## config.mk

```make
export PLATFORM = sky130hd
export DESIGN_NAME = instruction_fetch_queue
export DESIGN_NICKNAME = d
export VERILOG_FILES = /design/src/rtl/instruction_fetch_queue_pkg.sv /design/src/rtl/instruction_fetch_queue_fetch_fifo.sv /design/src/rtl/instruction_fetch_queue.sv
export SDC_FILE = /design/constraint.sdc
export NUM_CORES = 1
export LEC_CHECK = 0
export CORE_MARGIN = 2
export CORE_UTILIZATION = 55
export DETAILED_ROUTE_END_ITERATION = 8
export PLACE_DENSITY = 0.85
export SLEW_MARGIN = 20
export SYNTH_ARGS = -nofsm -noshare
export SYNTH_HDL_FRONTEND = slang
export SYNTH_SLANG_ARGS = --single-unit
```

## constraint.sdc

```tcl
create_clock -name clk -period 3.9 [get_ports clk]
set_input_delay 0.78 -clock clk [delete_from_list [all_inputs] [get_ports clk]]
set_output_delay 0.78 -clock clk [all_outputs]
set_load 0.05 [all_outputs]
```

## src/rtl/instruction_fetch_queue_pkg.sv

```systemverilog
// Shared processor types for the instruction fetch queue: FSM states, queue entry layout
// and the default reset fetch address.
package instruction_fetch_queue_pkg;

    typedef enum logic [1:0] {
        IDLE,
        REQ,
        FLUSH
    } fetchState_t;

    typedef struct packed {
        logic [31:0] pc;
        logic [31:0] instr;
    } fetchEntry_t;

    localparam logic [31:0] DEFAULT_RESET_PC = 32'h0000_0000;

endpackage

```

## src/rtl/instruction_fetch_queue_fetch_fifo.sv

```systemverilog
// Power-of-two deep FIFO of fetched {pc, instr} entries; flush wins over push and pop,
// and a push into a full queue is accepted only when a pop frees the slot on the same edge.
module fetch_fifo
    import instruction_fetch_queue_pkg::*;
#(
    parameter int DEPTH = 4
) (
    input  logic                     clk,
    input  logic                     reset,
    input  logic                     push,
    input  fetchEntry_t              pushEntry,
    input  logic                     pop,
    input  logic                     flush,
    output logic                     full,
    output logic                     empty,
    output fetchEntry_t              headEntry,
    output logic [$clog2(DEPTH):0]   count
);

    localparam int PW = $clog2(DEPTH);

    fetchEntry_t   mem [DEPTH];
    logic [PW-1:0] rdPtr;
    logic [PW-1:0] wrPtr;
    logic          doPush;
    logic          doPop;

    assign empty     = (count == '0);
    assign full      = (count == (PW+1)'(DEPTH));
    assign doPop     = pop && !empty;
    assign doPush    = push && (!full || doPop);
    assign headEntry = mem[rdPtr];

    always_ff @(posedge clk or posedge reset) begin
        if (reset) begin
            rdPtr <= '0;
            wrPtr <= '0;
            count <= '0;
        end else if (flush) begin
            rdPtr <= '0;
            wrPtr <= '0;
            count <= '0;
        end else begin
            if (doPush) wrPtr <= wrPtr + 1'b1;
            if (doPop)  rdPtr <= rdPtr + 1'b1;
            case ({doPush, doPop})
                2'b10:   count <= count + 1'b1;
                2'b01:   count <= count - 1'b1;
                default: count <= count;
            endcase
        end
    end

    // Entry storage carries no reset; validity is tracked purely by the pointers.
    always_ff @(posedge clk) begin
        if (doPush && !flush) mem[wrPtr] <= pushEntry;
    end

endmodule

```

## src/rtl/instruction_fetch_queue.sv

```systemverilog
// Instruction fetch queue: single-outstanding imem fetcher feeding a fetch_fifo.
// Optional feature macro: FETCH_PERF_COUNT_EN adds the perf_stall_cycles output.
module instruction_fetch_queue
    import instruction_fetch_queue_pkg::*;
#(
    parameter int          DEPTH    = 4,
    parameter logic [31:0] RESET_PC = instruction_fetch_queue_pkg::DEFAULT_RESET_PC
) (
    input  logic        clk,
    input  logic        reset,
    output logic        imem_req,
    output logic [31:0] imem_addr,
    input  logic        imem_ack,
    input  logic [31:0] imem_rdata,
    input  logic        redirect_valid,
    input  logic [31:0] redirect_pc,
    output logic        out_valid,
    output logic [31:0] out_instr,
    output logic [31:0] out_pc,
    input  logic        out_ready
`ifdef FETCH_PERF_COUNT_EN
    ,
    output logic [31:0] perf_stall_cycles
`endif
);

    localparam int CW = $clog2(DEPTH) + 1;

    fetchState_t   state;
    fetchState_t   nextState;
    logic [31:0]   fetchPc;
    logic [31:0]   staleAddr;
    logic          postReset;
    logic          full;
    logic          empty;
    logic [CW-1:0] count;
    logic          lastSlot;
    logic          popFire;
    logic          pushFire;
    fetchEntry_t   pushEntry;
    fetchEntry_t   headEntry;
    logic          unusedRedirectLsbs;

    assign unusedRedirectLsbs = ^redirect_pc[1:0];

    assign out_valid = !empty;
    assign out_pc    = headEntry.pc;
    assign out_instr = headEntry.instr;
    assign popFire   = out_valid && out_ready;
    assign lastSlot  = (count == CW'(DEPTH - 1));
    assign pushFire  = (state == REQ) && imem_ack && !redirect_valid;
    assign pushEntry = '{pc: fetchPc, instr: imem_rdata};

    // During FLUSH the abandoned request must stay visible unchanged until memory answers it.
    assign imem_req  = (state != IDLE);
    assign imem_addr = (state == FLUSH) ? staleAddr : fetchPc;

    fetch_fifo #(.DEPTH(DEPTH)) fifo (
        .clk       (clk),
        .reset     (reset),
        .push      (pushFire),
        .pushEntry (pushEntry),
        .pop       (popFire),
        .flush     (redirect_valid),
        .full      (full),
        .empty     (empty),
        .headEntry (headEntry),
        .count     (count)
    );

    always_comb begin
        nextState = state;
        case (state)
            IDLE: begin
                if (redirect_valid)              nextState = REQ;
                else if (postReset && imem_ack)  nextState = FLUSH;
                else if (!full || popFire)       nextState = REQ;
            end
            REQ: begin
                if (redirect_valid)                         nextState = imem_ack ? REQ : FLUSH;
                else if (imem_ack && lastSlot && !popFire)  nextState = IDLE;
            end
            FLUSH: begin
                if (imem_ack) nextState = REQ;
            end
            default: nextState = IDLE;
        endcase
    end

    always_ff @(posedge clk or posedge reset) begin
        if (reset) begin
            state     <= IDLE;
            fetchPc   <= RESET_PC;
            staleAddr <= RESET_PC;
            postReset <= 1'b1;
        end else begin
            state     <= nextState;
            postReset <= 1'b0;
            if (redirect_valid)  fetchPc <= {redirect_pc[31:2], 2'b00};
            else if (pushFire)   fetchPc <= fetchPc + 32'd4;
            if (nextState == FLUSH && state != FLUSH) staleAddr <= fetchPc;
        end
    end

`ifdef FETCH_PERF_COUNT_EN
    always_ff @(posedge clk or posedge reset) begin
        if (reset)
            perf_stall_cycles <= '0;
        else if (out_ready && !out_valid && perf_stall_cycles != 32'hFFFF_FFFF)
            perf_stall_cycles <= perf_stall_cycles + 32'd1;
    end
`endif

endmodule
```

Word level (Yosys, flattened, before mapping) --
Memories as Yosys holds them, arrays and structs flattened. Cells that the tools add are included. Widths: inputs -> output; s select.
Word-level totals: flip-flop bits (word level) 74, bits in latches 0, memory bits (writable) 256, ROM bits 0, input port bits 69, memories kept 1
Memory list:
- fifo.mem | words 4, bits a word 64, read ports 1, clocked after Yosys merged registers in 0, write ports 1, RTL line instruction_fetch_queue_fetch_fifo.sv:22 | fetchEntry_t mem [DEPTH];
Cells by class: $add $sub $neg 5, multipliers 0, div/mod/pow operators 0, magnitude comparators 0, eq/ne operators 8, shift-type cells 0, mux-type cells 19, bitwise gates (word level) 0, reductions and logical operators 23
Operator list (count):
- $mux 32 | 3
- $add 32x3->32 const B | 1
- $mux 2 | 11
- $logic_and 1x1->1 | 10
- $reduce_bool 2->1 | 4
- $eq 2x2->1 const B | 3
- $pmux 2 s3 | 1
- $pmux 3 s2 | 1
- $add 2x1->2 const B | 2
- $eq 2x1->1 const B | 2
- $logic_not 1->1 | 4
- $add 3x1->3 const B | 1
- $eq 3x2->1 const B | 1
- $eq 3x3->1 const B | 1
- $logic_not 3->1 | 1
- $mux 3 | 1
- $reduce_bool 3->1 | 1
- $sub 3x1->3 const B | 1
- $logic_not 2->1 | 1
- $logic_or 1x1->1 | 2
- $mux 1 | 2
- $ne 2x2->1 const B | 1

Logic depth before layout (Yosys ltp) --
Gate-level depths: netlist (run 1).
depth after elaboration 10, mapped depth 8, mapped depth without buffers 6

By module --
From an unflattened synthesis (run 1), not the netlist that was laid out.
Unflattened totals: cell total of the unflattened synthesis 748, area, all modules 13321.5 µm²
Modules (own cells, without submodules):
- fetch_fifo | instances 1, cells each 399, area an instance 9793.1 µm², sequential area each 7862.5 µm²
- instruction_fetch_queue | instances 1, cells each 349, area an instance 3528.4 µm², sequential area each 1577.8 µm²

Least setup slack after synthesis (run 1) --
Ideal clock, no wire load.
kind input -> register, from in imem_ack, to mem fifo.mem[0][0] (netlist bit), enable pin, setup time 0.427 ns, data arrival time 3.034 ns, required time 3.473 ns, slack 0.439 ns, cell stages on the path 5, path buffers 2, path through and3b_1 buf_4 and2_1 clkbuf_1 and3_1
Between the ends: cells in the longest elaborated chain, start to end 6
Ends and longest elaborated chain:
- start: declaration | RTL line instruction_fetch_queue.sv:13 | input logic imem_ack,
- $logic_and 1x1->1 (2 in series) | RTL line instruction_fetch_queue.sv:51 | assign pushFire = (state == REQ) && imem_ack && !redirect_valid;
- $logic_and 1x1->1 | RTL line instruction_fetch_queue_fetch_fifo.sv:31 | assign doPush = push && (!full || doPop);
- $logic_and 1x1->1 | RTL line instruction_fetch_queue_fetch_fifo.sv:56 | if (doPush && !flush) mem[wrPtr] <= pushEntry;
- $mux 1 | RTL line instruction_fetch_queue_fetch_fifo.sv:56
- $mux 1 (not written as such) | RTL line instruction_fetch_queue_fetch_fifo.sv:56
- end: declaration | RTL line instruction_fetch_queue_fetch_fifo.sv:22
No other way between the ends.

Worst setup path in the final report (run 1) --
from reg fifo.rdPtr[0], to out out_pc[11]
Between the ends: cells in the longest elaborated chain, start to end 1
Ends and longest elaborated chain:
- start: declaration | RTL line instruction_fetch_queue_fetch_fifo.sv:23 | logic [PW-1:0] rdPtr;
- start signal: assignment | RTL line instruction_fetch_queue_fetch_fifo.sv:45 | if (doPop) rdPtr <= rdPtr + 1'b1;
- $mem_v2 4x64
- end: declaration | RTL line instruction_fetch_queue.sv:19 | output logic [31:0] out_pc,
No other way between the ends.

==> results.md, run 1 <==
- Die height: about 160 um
- Placer Congestion: 0.791
- Status: finished clean
- Synth Cell Area: 12800 um^2
- Switching share of total power: 0.330
- TritonCTS sink count: 318
- Pin count of the biggest net entering global routing: 47
- Port Buffers: 160
- Die area: 24600 um^2
- Nets: 947
- Cts repair resizes: 0
- Internal power: between 7000 and 8000 uW
- # H-tree levels: 2
- Die width: about 160 um
- Number of synthesized register bits: 318
- Gate power share: 0.316
- DR vias: 7158
- Global Route Usage Sum: 0.217
- Average size of a mapped cell: 18.5 um^2
- Utilization after layout: 0.701
- Fmax: 273 MHz
- Inserted Diodes: 0
- Via density: 5.92
- RSZ-0062 raised after global routing: no
- Final hold violation count: 0
- First-pass GRT wire length: 40.3 mm
- Crit path DAT: roughly 2900 ps
- Share of post-route cells with drive strength above 1: 0.226
- Total power draw: between 10000 and 15000 uW
- Slew headroom: 0.529
- Final Critical Period: 3670 ps
- Clock latency on the worst-skew pair: between 500 and 600 ps
- Root Driver: clkbuf_16
- Core Area: approximately 23000 um^2
- DRC: 0
- Initial antenna violation count: 0
- Syn. warnings: 0
- ANT nets after route: 0
- Final setup viols: 0
- CTS tree: done
- Number of synthesized flops with an enable pin: approximately 250
- Switch Pwr: 3580 uW
- Routed wire length: 26.3 mm
- Initial DRT Pass Iterations: 6
- Setup_tns: 0 ps
- Initial Util: 0.563
- Actual slew at the worst max-slew pin: just over 700 ps
- Drt initial violations: 592
- Async SR Flop Fraction: 0.220
- Area growth syn-to-layout: 24.3%
- I/O pins: 167
- Post-DP HPWL: around 16 mm
- Post CTS Setup Buffer Count: 0
- Max-slew violations: 0
- CTS Hold Bufs: 0
- Pwr Density: 681 nW/um^2
- HP Start: staleAddr[23]
- Fin crit share: 0.940
- Vias in the first global route: 7086
- Reg2reg start: fetchPc[2]
- Critical Path RT: 3120 ps
- Main synth FF type: edfxtp_1
- Grt total ovfl: 0
- Clock power share: 0.285
- Critical Path Sink Type: output port
- Site row count: 55
- CTS clk-pin slew, worst paths: 60 ps
- Crit path max fanout: 18
- Worst setup startpoint: fifo.rdPtr[0]
- MaxCap Viol Count: 0
- Clock Path Buffers: 3
- Max rail drop VDD: approximately 640 uV
- Count of cell types in the netlist: 55
- Clock Skew: 23.1 ps
- CTS Buf Count: 34
- CP Launch Type: flip-flop
- Lkg Pwr: 0.00538 uW
- Syn Inst Count: 695
- Wire per inst: 21.7 um
- Sequential Power Share: 0.399
- Share of the yosys chip area belonging to registers: 0.717
- Hold WC Path Type: flip-flop to flip-flop
- Crit Path Category: flip-flop to output port
[final cells by class]
class / instances / area (um^2)
Tap cell: 313 / 392
Clock buffer: 40 / 895
Sequential cell: 318 / 9210
Inverter: 9 / 33.8
Multi-Input combinational cell: 332 / 3450
Fill cell: 1448 / 6820
Clock inverter: 21 / 175
Timing Repair Buffer: 177 / 1800
[cells in the mapped netlist, drive strengths merged, types with 12 or more instances]
| cell | count | area share |
|---|---|---|
| nand2 | 26 | 0.0078 |
| nand3 | 15 | 0.0058 |
| dfrtp | 69 | 0.13 |
| nor2 | 24 | 0.0070 |
| clkbuf | 19 | 0.0056 |
| a31oi | 15 | 0.0073 |
| o31ai | 12 | 0.0070 |
| mux4 | 62 | 0.11 |
| edfxtp | 248 | 0.58 |
| o21ai | 15 | 0.0058 |
| or4 | 14 | 0.0082 |
| buf | 21 | 0.0094 |
| mux2 | 60 | 0.053 |
[worst paths after layout]
kind / end / slack (ps) / depth (start not counted)
hold reg to reg: staleAddr[23] / 500 / 1
setup / recovery: out_pc[11] / 230 / 3
min in group asynchronous: fetchPc[15] / 640 / 2
setup reg to reg: fetchPc[24] / 1420 / 5
hold / removal: staleAddr[23] / 500 / 1
max in group asynchronous: postReset / 2490 / 3
[per-stage QoR]
| step | hold slack (ps) | setup WS, ps | cells | instance area (um^2) |
|---|---|---|---|---|
| floorplan | 477 | 439 | 699 | 12800 |
| global placement | 486 | 727 | 1149 | 14900 |
| detailed placement | 492 | 652 | 1149 | 14900 |
| CTS | 506 | 160 | 1210 | 16000 |
| global route | 515 | 109 | 1210 | 16000 |
| finish | 502 | 233 | 1210 | 16000 |
[critical path, cell delays in order (launching register included)]
cell,delay [ps]
dfrtp_4,680
buf_4,360
mux4_2,570
clkdlybuf4s50_1,740
[placed cells by master (no fill, tap or decap), types with 14 or more instances in the layout]
cell type / Yosys / final
mux4_2: 62 / 62
nor2_1: 24 / 24
a31oi_1: 15 / 15
mux2_2: 60 / 60
clkdlybuf4s50_1: 0 / 159
edfxtp_1: 248 / 248
dfrtp_1: 69 / 67
o21ai_0: 14 / 14
clkbuf_16: 0 / 35
nand3_1: 15 / 15
nand2_1: 25 / 25
or4_1: 14 / 14
[power groups by stage]
stage                     clock (uW)  sequential, uW  combinational, uW
after global routing            3280            4390               3590
after floorplan                    0            4260               2500
final                           3090            4340               3430
after global placement             0            4380               3420
after CTS                       3140            4340               3460
after detailed placement           0            4410               3440
[registers in the layout, summed over array words and instances, names as in the netlist]
name	count
state	2
staleAddr	30
fetchPc	30
fifo.rdPtr	2
postReset	1
fifo.mem	248
fifo.wrPtr	2
fifo.count	3
[routing by layer]
metal | GRT usage | wire length [um] | vias to the layer above
met1 | 0.309 | 11100 | 3677
li1 | - | - | 3149
met3 | 0.0457 | 1980 | 37
met4 | 0.0577 | 418 | 0
met2 | 0.347 | 12800 | 295
met5 | 0 | 0 | -
[logic make-up after synthesis]
group | after synthesis | share of synthesized area
AOI/OAI and AO/OA | 62 | 0.0328
xor gates and xnor gates | 11 | 0.00751
buffers and inverters | 49 | 0.0175
other | 1 | 0.000292
adders and majority gates | 6 | 0.00643
DFF | 318 | 0.717
and+or+nand+nor | 124 | 0.0556
muxes | 124 | 0.163
Power figures use the tool's default switching activity.
==> run 2, diff against run 1 <==
ABC_AREA = 1   (was not set)
CORE_UTILIZATION = 56   (was 55)
==> run 2 against run 1 <==
Net effect:
- clock skew down 8.5 ps
- largest cell class unchanged
- clock-buffer cell count down 4
- sequential cell count unchanged
- combinational power up 17%
- synthesized area up 4.4%
==> results.md, run 2 <==
- Drt initial violations: 687 (was 592)
- Die width: 159 um (was 157 um)
- Synth Cell Area: 13400 um^2 (was 12800 um^2)
- Crit Path Category: flip-flop to output port (unchanged)
- TritonCTS sink count: 318 (unchanged)
- Final hold violation count: 0 (unchanged)
- Buffers and inverters on the worst path: 4 (was 2)
- Vias in the first global route: 9216 (was 7086)
- Pwr Density: 698 nW/um^2 (was 681 nW/um^2)
- Post CTS Setup Buffer Count: 0 (unchanged)
- Count of cell types in the netlist: 35 (was 55)
- Synth top area share: 0.556 (was 0.580)
- CTS tree: done (unchanged)
- Final setup viols: 0 (unchanged)
- Crit path max fanout: 56 (was 18)
- Share of post-route cells with drive strength above 1: 0.109 (was 0.226)
- Critical Path RT: 3120 ps (about the same)
- Hold WC Path Type: flip-flop to flip-flop (unchanged)
- Via density: 5.59 (was 5.92)
- Post-DP HPWL: 19.6 mm (was 16.1 mm)
- Final Critical Period: 3580 ps (was 3670 ps)
- Clock latency on the worst-skew pair: 540 ps (was 510 ps)
- Number of synthesized register bits: 318 (unchanged)
- Max-slew violations: 0 (unchanged)
- Inserted Diodes: 0 (unchanged)
- Most frequent CP cell: inv_1
- RSZ-0062 raised after global routing: no (unchanged)
- Setup WS post-layout: 320 ps (was 233 ps)
- Cell family with most CP delay: buffers and inverters (unchanged)
- Area growth syn-to-layout: 20.7% (was 24.3%)
- First-pass GRT wire length: 48.0 mm (was 40.3 mm)
- Global Route Usage Sum: 0.247 (was 0.217)
- CTS Hold Bufs: 0 (unchanged)
- Biggest register: fifo.mem (unchanged)
- Main synth FF type: edfxtp_1 (unchanged)
- Async SR Flop Fraction: 0.220 (unchanged)
- Die area: 25200 um^2 (was 24600 um^2)
- Yosys top cell by area: edfxtp_1 (unchanged)
- MaxCap Viol Count: 0 (unchanged)
- Slew headroom: 0.485 (was 0.529)
- CTS clk-pin slew, worst paths: 60 ps (about the same)
- Syn. warnings: 0 (unchanged)
- Most frequent cells in the layout: edfxtp_1 (248), nand2_1 (208), nor2_1 (207) (was edfxtp_1 (248), clkdlybuf4s50_1 (159), dfrtp_1 (67))
- Post-Place Cells: 1657 (was 1149)
- Fmax: 279 MHz (was 273 MHz)
- Fin cells: 1713 (was 1210)
- Average size of a mapped cell: 10.9 um^2 (was 18.5 um^2)
- CP peak stage delay: 840 ps (was 740 ps)
- CTS Buf Count: 31 (was 34)
- Nets: 1446 (was 947)
- Lkg Pwr: 0.00593 uW (was 0.00538 uW)
- Root Driver: clkbuf_16 (unchanged)
- Pre-CTS setup slack: 742 ps (was 652 ps)
- Critical Path Sink Type: output port (unchanged)
- Count leader, synth: edfxtp_1 (unchanged)
- Placer Congestion: 0.913 (was 0.791)
- Syn Inst Count: 1224 (was 695)
- Grt total ovfl: 0 (unchanged)
- Slowest-stage cell, CP: clkdlybuf4s50_1 (unchanged)
- Wire per inst: 18.3 um (was 21.7 um)
- Port Buffers: 160 (unchanged)
- Pin count of the biggest net entering global routing: 126 (was 47)
- Most common cell after layout, fill and taps aside: edfxtp_1 (unchanged)
- Clock Path Buffers: 3 (unchanged)
- GR peak layer: met2 (unchanged)
- Met1 GRT Util: 0.328 (was 0.309)
- Routed wire length: 31.4 mm (was 26.3 mm)
- I/O pins: 167 (unchanged)
- Setup_tns: 0 ps (unchanged)
- Max rail drop VDD: 480 uV (was 644 uV)
- Status: finished clean (unchanged)
- Fin crit share: 0.918 (was 0.940)
- Initial antenna violation count: 0 (unchanged)
- # H-tree levels: 1 (was 2)
- Number of synthesized flops with an enable pin: 248 (unchanged)
- Hold_ws: 523 ps (was 502 ps)
- Actual slew at the worst max-slew pin: 772 ps (was 705 ps)
- Synth area leaders: edfxtp_1 (56%), dfrtp_1 (13%), o21ai_0 (5.9%) (was edfxtp_1 (58%), dfrtp_1 (13%), mux4_2 (11%))
- Core Area: 23500 um^2 (was 22800 um^2)
- Met2 usage: 0.418 (was 0.347)
- Met3 Usage GRT: 0.0531 (was 0.0457)
- Clock Skew: 14.6 ps (was 23.1 ps)
- Initial DRT Pass Iterations: 5 (was 6)
- ANT nets after route: 0 (unchanged)
- Initial Util: 0.571 (was 0.563)
- DRC: 0 (unchanged)
- Utilization after layout: 0.689 (was 0.701)
- DR vias: 9573 (was 7158)
- Site row count: 56 (was 55)
- Cts repair resizes: 0 (unchanged)
- Post-synth top cells: edfxtp_1 (248), nor2_1 (212), nand2_1 (208) (was edfxtp_1 (248), dfrtp_1 (69), mux4_2 (62))
- CP Launch Type: flip-flop (unchanged)
- Largest regs: fifo.mem: 248 flops, fetchPc: 30 flops, staleAddr: 30 flops (unchanged)
- Share of the yosys chip area belonging to registers: 0.687 (was 0.717)
- Max reg flops: 248 (unchanged)
- Die height: 159 um (was 157 um)
- Crit-path cells: inv_1, nor2_2, buf_4, inv_1, o21ai_0, clkdlybuf4s50_1 (was buf_4, mux4_2, clkdlybuf4s50_1)
- Crit path DAT: 2800 ps (was 2890 ps)
-- run 2: changes by cell type in the layout (fill, tap and decap cells not counted), sizes merged, moves of 60 or more --
cell / previous run / this run
nor2: 24 / 221
mux2: 60 / 0
buf: 18 / 80
nand2: 26 / 213
mux4: 62 / 0
clkdlybuf4s50: 159 / 98
o22ai: 0 / 62
o21ai: 15 / 165
-- run 2: tightest hold or removal path, cell delays in order (launching register included) --
cell and delay, ps:
dfrtp_1 320, inv_1 50, o21ai_1 120
-- run 2: kinds of logic after synthesis --
group                    after synthesis  share of synthesized area
AO/OA/AOI/OAI                        274                      0.111
XOR/XNOR                               9                    0.00588
adder cells (fa/ha/maj)                6                    0.00616
buffers and inverters                125                     0.0406
flip-flops                           318                      0.687
other                                  1                   0.000280
AND/OR/NAND/NOR                      491                      0.150
-- run 2: path summary, 6_finish.rpt --
check / to / depth (start not counted) / startpoint / slack [ps]
worst min-delay path: staleAddr[18] / 2 / staleAddr[18] / 520
min in group asynchronous: staleAddr[17] / 2 / reset / 700
max in group asynchronous: fifo.rdPtr[0] / 3 / reset / 2520
worst max register to register: fifo.mem[2][19] / 7 / state[0] / 1690
worst max-delay path: imem_addr[15] / 6 / state[1] / 320
worst min register to register: staleAddr[18] / 2 / staleAddr[18] / 520
-- run 2: final cells by class --
type	instances	area [um^2]
clock inverter	20	165
clock buffer	36	795
sequential	318	9210
inverter	57	215
timing repair buffer	178	1690
tap	319	399
fill	1697	7300
multi-input combinational	785	3700
-- run 2: power by group --
part | internal, uW | leakage, uW | total [uW] | switching, uW
registers | 4130 | 0.00307 | 4460 | 326
logic | 1150 | 0.00239 | 4000 | 2850
clock network | 1640 | 0.000467 | 2840 | 1200
total | 6920 | 0.00593 | 11300 | 4370
-- run 2: per-layer routing --
metal,wire length (um),vias to the layer above
met5,0,-
met4,439,0
met3,2780,35
met2,15200,352
met1,12900,4621
li1,-,4565
-- run 2: through the flow --
stage,cell area [um^2],power (uW)
3_3_place_gp,15200,8390
3_5_place_dp,15200,8500
5_1_grt,16200,11800
2_1_floorplan,13400,7210
6_report,16200,11300
4_1_cts,16200,11300
==> run 3, diff against run 2 <==
CORE_MARGIN = 1.5   (was 2)
==> run 3 against run 2 <==
Net effect:
- clock skew decreased by 4.7 ps
- critical endpoint unchanged
- design area is 0.15% lower
- core utilization decreased by 0.10 points
- hold slack got worse by 1.5 ps
- via count increased by 0.56%
- first-iteration DRC count increased by 36%
- critical path depth unchanged
- highest routed layer unchanged
- wire length is 0.45% lower
- total power grew 0.34%
- largest power group unchanged
==> results.md, run 3 (synthesized netlist as in run 2, its figures left out) <==
- Status: finished clean (unchanged)
- Initial DRT Pass Iterations: 5 (unchanged)
- Global Route Usage Sum: 0.251 (was 0.247)
- Initial antenna violation count: 1 (was 0)
- Fmax: 275 MHz (was 279 MHz)
- Pwr Density: 701 nW/um^2 (was 698 nW/um^2)
- First-pass GRT wire length: 48.1 mm (was 48.0 mm)
- DR vias: 9627 (was 9573)
- Reg area: 9200 um^2 (was 9210 um^2)
- Via density: 5.63 (was 5.59)
- Setup WS post-layout: 267 ps (was 320 ps)
- Crit path DAT: 2850 ps (was 2800 ps)
- Inserted Diodes: 0 (unchanged)
- CTS Buf Count: 31 (unchanged)
- Sequential Power Share: 0.394 (was 0.395)
- Die height: 158 um (was 159 um)
- CTS tree: done (unchanged)
- Final Critical Period: 3630 ps (was 3580 ps)
- Largest regs: fifo.mem: 248 flops, fetchPc: 30 flops, staleAddr: 30 flops (unchanged)
- Grt total ovfl: 0 (unchanged)
- Slowest-stage cell, CP: clkdlybuf4s50_1 (unchanged)
- Placer Congestion: 0.948 (was 0.913)
- Clock power share: 0.255 (was 0.251)
- DRC: 0 (unchanged)
- Core Area: 23500 um^2 (unchanged)
- Die width: 158 um (was 159 um)
- Nets: 1444 (was 1446)
- Lkg Pwr: 0.00592 uW (was 0.00593 uW)
- Critical Path Sink Type: output port (unchanged)
- Slew headroom: 0.405 (was 0.485)
- Wire per inst: 18.3 um (about the same)
- ANT nets after route: 0 (unchanged)
- Cell family with most CP delay: buffers and inverters (unchanged)
- Site row count: 56 (unchanged)
- CP Launch Type: flip-flop (unchanged)
- Routed wire length: 31.2 mm (was 31.4 mm)
- Max reg flops: 248 (unchanged)
- Gate power share: 0.352 (was 0.354)
- Fillers: 1650 (was 1697)
- Internal power: 6950 uW (was 6920 uW)
- Final hold violation count: 0 (unchanged)
- Crit-path cells: inv_1, nor2_2, buf_4, inv_1, o21ai_0, clkdlybuf4s50_1 (unchanged)
- Most common cell after layout, fill and taps aside: edfxtp_1 (unchanged)
- Clock Skew: 9.96 ps (was 14.6 ps)
- # H-tree levels: 1 (unchanged)
- Final setup viols: 0 (unchanged)
- CP peak stage delay: 850 ps (was 840 ps)
- Pin count of the biggest net entering global routing: 65 (was 126)
- Pre-CTS setup slack: 651 ps (was 742 ps)
- Area growth syn-to-layout: 20.5% (was 20.7%)
- Crit Path Category: flip-flop to output port (unchanged)
- Port Buffers: 160 (unchanged)
- Max rail drop VDD: 502 uV (was 480 uV)
- Root Driver: clkbuf_16 (unchanged)
- Post CTS Setup Buffer Count: 0 (unchanged)
- Max-slew violations: 0 (unchanged)
- CTS Hold Bufs: 0 (unchanged)
- Initial Util: 0.571 (unchanged)
- Crit path max fanout: 56 (unchanged)
- Actual slew at the worst max-slew pin: 891 ps (was 772 ps)
- Hold WC Path Type: flip-flop to flip-flop (unchanged)
- Post-DP HPWL: 18.9 mm (was 19.6 mm)
- RSZ-0062 raised after global routing: no (unchanged)
- Drt initial violations: 935 (was 687)
- Clock latency on the worst-skew pair: 560 ps (was 540 ps)
- Most frequent CP cell: inv_1 (unchanged)
- Critical Path RT: 3120 ps (about the same)
- Die area: 24900 um^2 (was 25200 um^2)
- CTS clk-pin slew, worst paths: 60 ps (about the same)
- Most frequent cells in the layout: edfxtp_1 (248), nand2_1 (208), nor2_1 (207) (unchanged)
- Area occupied by multi-input gates: 3700 um^2 (unchanged)
- Switching share of total power: 0.387 (about the same)
- Switch Pwr: 4380 uW (was 4370 uW)
- Cts repair resizes: 0 (unchanged)
- MaxCap Viol Count: 0 (unchanged)
- Fin crit share: 0.932 (was 0.918)
- Share of post-route cells with drive strength above 1: 0.106 (was 0.109)
- Clock Path Buffers: 3 (unchanged)
- Buffers and inverters on the worst path: 4 (unchanged)
- TritonCTS sink count: 318 (unchanged)
- Vias in the first global route: 9224 (was 9216)
- I/O pins: 167 (unchanged)
- Biggest register: fifo.mem (unchanged)
- Total power draw: 11300 uW (about the same)
==> run 3: changes by cell type in the layout (fill, tap and decap cells not counted), moves of 2 or more <==
cell      delta
buf_12       -2
clkinv_1     -6
clkbuf_1     +6
clkinv_2     -2
==> run 3: worst paths after layout <==
kind                               start         endpoint  slack [ps]  cells past startpoint
max                             state[1]    imem_addr[15]         270                      6
min                        staleAddr[15]    staleAddr[15]         520                      2
max reg2reg                     state[0]  fifo.mem[0][60]        1550                      7
min reg2reg                staleAddr[15]    staleAddr[15]         520                      2
max in group asynchronous          reset    fifo.rdPtr[0]        2470                      3
min in group asynchronous          reset    staleAddr[23]         730                      2
==> run 3: area by class of cell <==
cell class	instances	share of cell area
clock inverter	12	0.00906
inverter	57	0.0133
multi-input combinational	785	0.229
clock buffer	43	0.0514
sequential	318	0.570
tap	319	0.0247
timing repair buffer	176	0.102
==> run 3: power groups by stage <==
stage / Combinational, uW / Clock [uW] / Sequential (uW)
5_1_grt: 4250 / 3040 / 4500
6_report: 3980 / 2890 / 4460
3_3_place_gp: 3880 / 0 / 4490
2_1_floorplan: 2800 / 0 / 4410
4_1_cts: 3980 / 2920 / 4450
3_5_place_dp: 3950 / 0 / 4520
==> run 3: worst register-to-register path: stages (launching register included) <==
cell and delay, ps:
dfrtp_1 450, inv_2 70, nor2_4 110, nand2_4 90, nor2_8 340, nand2_1 360
nor2_4 210, buf_12 340
==> run 3: metrics by stage <==
step | instances | util | hold WS (ps) | instance area (um^2) | TNS (ps)
after floorplan | 1228 | - | 471 | 13400 | -107280
after detailed placement | 1655 | 0.646 | 511 | 15200 | 0
after global placement | 1655 | 0.646 | 503 | 15200 | 0
final | 1710 | 0.688 | 522 | 16200 | 0
after CTS | 1710 | 0.688 | 527 | 16200 | 0
after global routing | 1710 | 0.688 | 547 | 16200 | 0
==> run 3: layer usage <==
layer	share of wire	GRT usage	routed length, um
met4	0.028	0.0845	859
met3	0.097	0.0547	3020
met5	0	0	0
met1	0.40	0.332	12500
met2	0.47	0.414	14800
